$ cat config.mk
export PLATFORM = sky130hd
export DESIGN_NAME = game_frame_sched
export DESIGN_NICKNAME = d
export VERILOG_FILES = /design/src/rtl/game_frame_sched.sv
export SDC_FILE = /design/constraint.sdc
export NUM_CORES = 1
export LEC_CHECK = 0
export ABC_CLOCK_PERIOD_IN_PS = 1800
export CORE_ASPECT_RATIO = 1.25
export CORE_MARGIN = 10
export CORE_UTILIZATION = 47
export CTS_CLUSTER_SIZE = 14
export DETAILED_ROUTE_END_ITERATION = 7
export GPL_TIMING_DRIVEN = 0
export HOLD_SLACK_MARGIN = 0.15
export PLACE_DENSITY = 0.77
export SYNTH_ARGS = -nofsm -noshare
export SYNTH_HDL_FRONTEND = slang
export SYNTH_SLANG_ARGS = --single-unit
$ cat constraint.sdc
create_clock -name clk -period 1.8 [get_ports clk]
set_input_delay 0.54 -clock clk [delete_from_list [all_inputs] [get_ports clk]]
set_output_delay 0.54 -clock clk [all_outputs]
set_load 0.01 [all_outputs]
$ cat src/rtl/game_frame_sched.sv
// Per-frame scheduler: sequences bird, tube and collision engines on
// each vsync fall, and owns score, speed, gravity pacing and pause.
module game_frame_sched #(
    parameter int GRAV_DIV   = 2,
    parameter int SPEED_INIT = 1,
    parameter int SPEED_MAX  = 4,
    parameter int SCORE_STEP = 8,
    parameter int TIMEOUT    = 1023
) (
    input  logic        clk,
    input  logic        rst,
    input  logic        vs_in,
    input  logic        run,
    input  logic [7:0]  rx_data,
    input  logic        rx_data_valid,
    output logic        bird_req,
    input  logic        bird_ack,
    output logic        fall_en,
    output logic        tube_req,
    input  logic        tube_ack,
    output logic [2:0]  tube_step,
    output logic        col_req,
    input  logic        col_ack,
    input  logic        col_hit,
    input  logic        score_inc,
    output logic [15:0] score,
    output logic [2:0]  speed,
    output logic        paused,
    output logic        game_over,
    output logic        overrun,
    output logic [15:0] frame_cnt
);

    localparam int WW = $clog2(TIMEOUT + 1);
    localparam int GW = (GRAV_DIV > 1) ? $clog2(GRAV_DIV) : 1;

    typedef enum logic [1:0] {IDLE, BIRD, TUBE, COLL} state_t;

    state_t state, state_nx;

    logic          vs_r, rxv_r, run_r, dead;
    logic          frame_edge, rx_edge, run_rise, frame_ok;
    logic          start, done, tmo, ack, drop;
    logic [WW-1:0] wait_cnt;
    logic [GW-1:0] grav;
    logic [16:0]   spd_sum;
    logic [2:0]    speed_calc;

    assign frame_edge = vs_r & ~vs_in;
    assign rx_edge    = rx_data_valid & ~rxv_r;
    assign run_rise   = run & ~run_r;
    assign frame_ok   = frame_edge & run & ~paused & ~dead;

    assign bird_req = (state == BIRD);
    assign tube_req = (state == TUBE);
    assign col_req  = (state == COLL);

    // A vsync fall that coincides with the closing col_ack is not a drop.
    assign drop = frame_edge & run & (state != IDLE)
                & ~((state == COLL) & col_ack);

    assign spd_sum = 17'(score / 16'(SCORE_STEP)) + 17'(SPEED_INIT);
    assign speed_calc = (spd_sum > 17'(SPEED_MAX)) ?
                        3'(SPEED_MAX) : spd_sum[2:0];

    always_comb begin
        state_nx = state;
        start    = 1'b0;
        done     = 1'b0;
        ack      = 1'b0;
        tmo      = 1'b0;
        unique case (state)
            IDLE: begin
                if (frame_ok) begin
                    state_nx = BIRD;
                    start    = 1'b1;
                end
            end
            BIRD: begin
                ack = bird_ack;
                if (bird_ack) state_nx = TUBE;
            end
            TUBE: begin
                ack = tube_ack;
                if (tube_ack) state_nx = COLL;
            end
            COLL: begin
                ack = col_ack;
                if (col_ack) begin
                    done = 1'b1;
                    if (frame_ok && !col_hit) begin
                        state_nx = BIRD;
                        start    = 1'b1;
                    end else begin
                        state_nx = IDLE;
                    end
                end
            end
            default: state_nx = IDLE;
        endcase
        if (state != IDLE && !ack && wait_cnt == WW'(TIMEOUT - 1)) begin
            tmo      = 1'b1;
            state_nx = IDLE;
        end
        if (!run) begin
            state_nx = IDLE;
            start    = 1'b0;
            done     = 1'b0;
            tmo      = 1'b0;
        end
    end

    always_ff @(posedge clk) begin
        if (rst) begin
            state <= IDLE;
        end else begin
            state <= state_nx;
        end
    end

    always_ff @(posedge clk) begin
        if (rst) begin
            vs_r      <= 1'b0;
            rxv_r     <= 1'b0;
            run_r     <= 1'b0;
            dead      <= 1'b0;
            wait_cnt  <= '0;
            grav      <= '0;
            fall_en   <= 1'b0;
            tube_step <= 3'(SPEED_INIT);
            speed     <= 3'(SPEED_INIT);
            score     <= 16'd0;
            paused    <= 1'b0;
            game_over <= 1'b0;
            overrun   <= 1'b0;
            frame_cnt <= 16'd0;
        end else begin
            vs_r      <= vs_in;
            rxv_r     <= rx_data_valid;
            run_r     <= run;
            game_over <= 1'b0;
            speed     <= speed_calc;

            if (state_nx != state) begin
                wait_cnt <= '0;
            end else if (state != IDLE) begin
                wait_cnt <= wait_cnt + WW'(1);
            end

            if (start) begin
                tube_step <= speed;
                fall_en   <= (grav == GW'(GRAV_DIV - 1));
                grav      <= (grav == GW'(GRAV_DIV - 1)) ?
                             '0 : grav + GW'(1);
            end

            if (done) begin
                frame_cnt <= frame_cnt + 16'd1;
                if (col_hit) begin
                    game_over <= 1'b1;
                    dead      <= 1'b1;
                end
            end

            if (score_inc && score != 16'hFFFF) score <= score + 16'd1;
            if (drop || tmo) overrun <= 1'b1;

            if (rx_edge && rx_data == 8'h70 && run) paused <= ~paused;

            if (run_rise) begin
                score     <= 16'd0;
                frame_cnt <= 16'd0;
                overrun   <= 1'b0;
            end

            if (!run) begin
                paused <= 1'b0;
                dead   <= 1'b0;
                grav   <= '0;
            end
        end
    end

endmodule

==> flow_summary.ini <==
[placed_design]
hpwl_um = 6030
io_buffer_count = 61
dp_cells = 515
gp_congestion = 0.8322
placed_area_um2 = 3936

[sta]
max_freq_mhz = 549.7
drv_slew = 0
worst_hold_slack_ps = 455.3
finalCritPeriodShare_pct = 101.1
period_needed_ps = 1819
tns_ps = -19.02
rsz0062_at_grt = true
worst_slew_pin_slew_ps = 540.0
layout_setup_ws_ps = -19.02
relSlewSlack_pct = 64.00
setup_viol = 1
skew_ps = 10.21
finalHoldViolCount = 0

[cts]
h-tree-depth = 3
clkLatencyLatePin_ps = 340
cts_tree = built
numCtsBuffers = 9
path_clk_slew_ps = 80
ctsLongestPathBuffers = 2
root_buffer = clkbuf_8
numClockSinks = 59
cts_hold_repair.buffers = 0

[setup_path]
end_kind = primary output
slowest_delay_ps = 360
crit_required_ps = 1260
path_class = reg -> out
critPathSlowestCell = dfxtp_4
cp_data_arrival_time_ps = 1280
regToRegSetupSlack_ps = 10
crit_chain = buf_6 -> ha_4 -> buf_4 -> buf_2
cp-start-kind = flip-flop
path_max_fanout = 6

[layout]
stdcell_count = 555
area_growth_pct = 48.13
drive_gt1_share_pct = 27.35
num-fill-cells = 491
antennaDiodeCount = 0
nets = 491
final_common_cell = nor2_1
final_cell_mix = 47 x nor2_1, 45 x dfxtp_1, 33 x dlygate4sd2_1
design_area_um2 = 4748

[detailed_routing]
route.vias.total = 3208
wl_per_cell_um = 17.39
wl_met3_um = 772
drc = 0
vias_per_cell = 5.780
met2RoutedLength_um = 4955
drt_iter0_markers = 144
ant_nets = 0
first_pass_iters = 5
postRouteWirelength_um = 9652
drt-met1-wl_um = 3761
highest_layer = met4

[global_route]
grt_pass1_wl_um = 14650
track_usage_pct = 16.83
grt_max_degree = 13
gr-total-overflow = 0
grt_antenna_before_repair = 0
grt_pass1_vias = 3019

[power_and_ir_drop]
power_leakage_nw = 1.938
worst_ir_drop_vdd_mv = 0.4300
powerDensity_nw_per_um2 = 602.6

[die]
core-area_um2 = 6606
die_h_um = 112.3
start_util_pct = 48.52
fp.dieArea_um2 = 10540
ios = 63
die_x_um = 93.87
std_cell_rows = 33

[yosys]
synth-edff-count = 0
synth_seq_cells = 59
ys.flop_type = dfxtp_1
syn-cell-area_um2 = 3206
synth_warnings = 0
ys_seq_area_share_pct = 36.85
synth.area.top_cells = dfxtp_1 37%, nor2_1 6.0%, xnor2_1 5.2%, xor2_1 4.4%, ha_1 3.9%
yosysUniqueCellTypes = 59
async_flop_share_pct = 0
syn_avg_cell_area_um2 = 8.735
synth_top_cell_by_area = dfxtp_1
syn_nets = 395
synth_cells = 367
yosys.area.top_type_share_pct = 36.85

[flow_run]
max-cap-violations = 0

[status]
violations = setup timing
status = complete, but fails checks

[min_path]
holdCritPathClass = reg -> reg
routing by layer:
metal,vias to the layer above,track usage (%)
met3,16,5.533
met4,0,5.279
met5,-,0
met2,133,28.78
met1,1538,19.17
li1,1521,-
per-stage QoR:
step / utilization (%) / total power [W] / setup slack, ps
6_report: 71.88 / 0.002861 / -19.02
5_1_grt: 71.88 / 0.002956 / -76.64
3_5_place_dp: 59.58 / 0.001493 / -700.0
3_3_place_gp: 59.58 / 0.001490 / -674.9
4_1_cts: 67.42 / 0.002873 / 3.606
2_1_floorplan: - / 0.001422 / 7.171
path summary, 6_finish.rpt:
kind,start,cells past startpoint,end
max,state[1],4,col_req
min,overrun,2,overrun
max reg2reg,state[1],8,wait_cnt[6]
min reg2reg,overrun,2,overrun
where the power goes:
group | switching [W] | total [W] | leakage [nW] | internal (W)
clock | 0.000584 | 0.00137 | 0.106 | 0.000788
combinational | 0.0000898 | 0.000174 | 1.35 | 0.0000840
sequential | 0.00000744 | 0.00132 | 0.485 | 0.00131
total | 0.000682 | 0.00286 | 1.94 | 0.00218
sequential cells by signal (all words and copies together), names as in the netlist, 2 cells and up:
name / count
wait_cnt: 10
state: 2
speed: 3
tube_step: 3
frame_cnt: 16
score: 16
final cells by class:
| class | instances | area (µm²) | share of cell area [%] |
|---|---|---|---|
| inverter | 16 | 65.06 | 1.370 |
| sequential | 59 | 1209 | 25.45 |
| tap | 87 | 108.9 | 2.292 |
| buffer | 16 | 128.9 | 2.714 |
| timing repair buffer | 84 | 788.3 | 16.60 |
| clock buffer | 9 | 123.9 | 2.609 |
| clock inverter | 7 | 101.3 | 2.134 |
| multi-input combinational | 277 | 2223 | 46.82 |
timing repair:
item | in CTS | in global routing
gates resized for setup | 95 | 53
gates cloned | 2 | 1
setup buffers | 11 | 11
endpoints found under the setup margin | 71 | 40
pin swaps | 10 | 33
logic make-up (layout without fill, tap and decap cells):
family,after synthesis,after routing,synth area share (%)
flops,59,59,36.85
mux,5,5,1.561
fa+ha+maj,10,10,3.903
simple gates,165,165,29.27
compound gates,60,62,12.88
xor+xnor,35,35,9.563
buf+inv,33,132,5.972
synth_stat cells, drive strengths merged (2+ instances only):
master / number
xnor2: 19
ha: 10
a211oi: 4
or4: 6
nor2b: 6
xor2: 16
mux2i: 5
o211ai: 3
a211o: 2
and4: 6
nor4b: 3
nand3: 17
a21oi: 17
nand4: 7
inv: 16
nor4: 5
dfxtp: 59
o2111ai: 3
o21ai: 10
or3: 7
a31oi: 5
nand3b: 2
buf: 8
nand4b: 8
nor3: 15
nand2: 14
and3b: 2
and3: 11
clkbuf: 7
a21o: 3
nor2: 51
o31ai: 5
worst max-delay path, delay by kind of cell (launching register included):
kind	cells	cell delay [ps]
buffers and inverters	3	400
flip-flops	1	360
adder cells (fa/ha/maj)	1	170
Note: power is estimated with default switching activity, not from simulation.
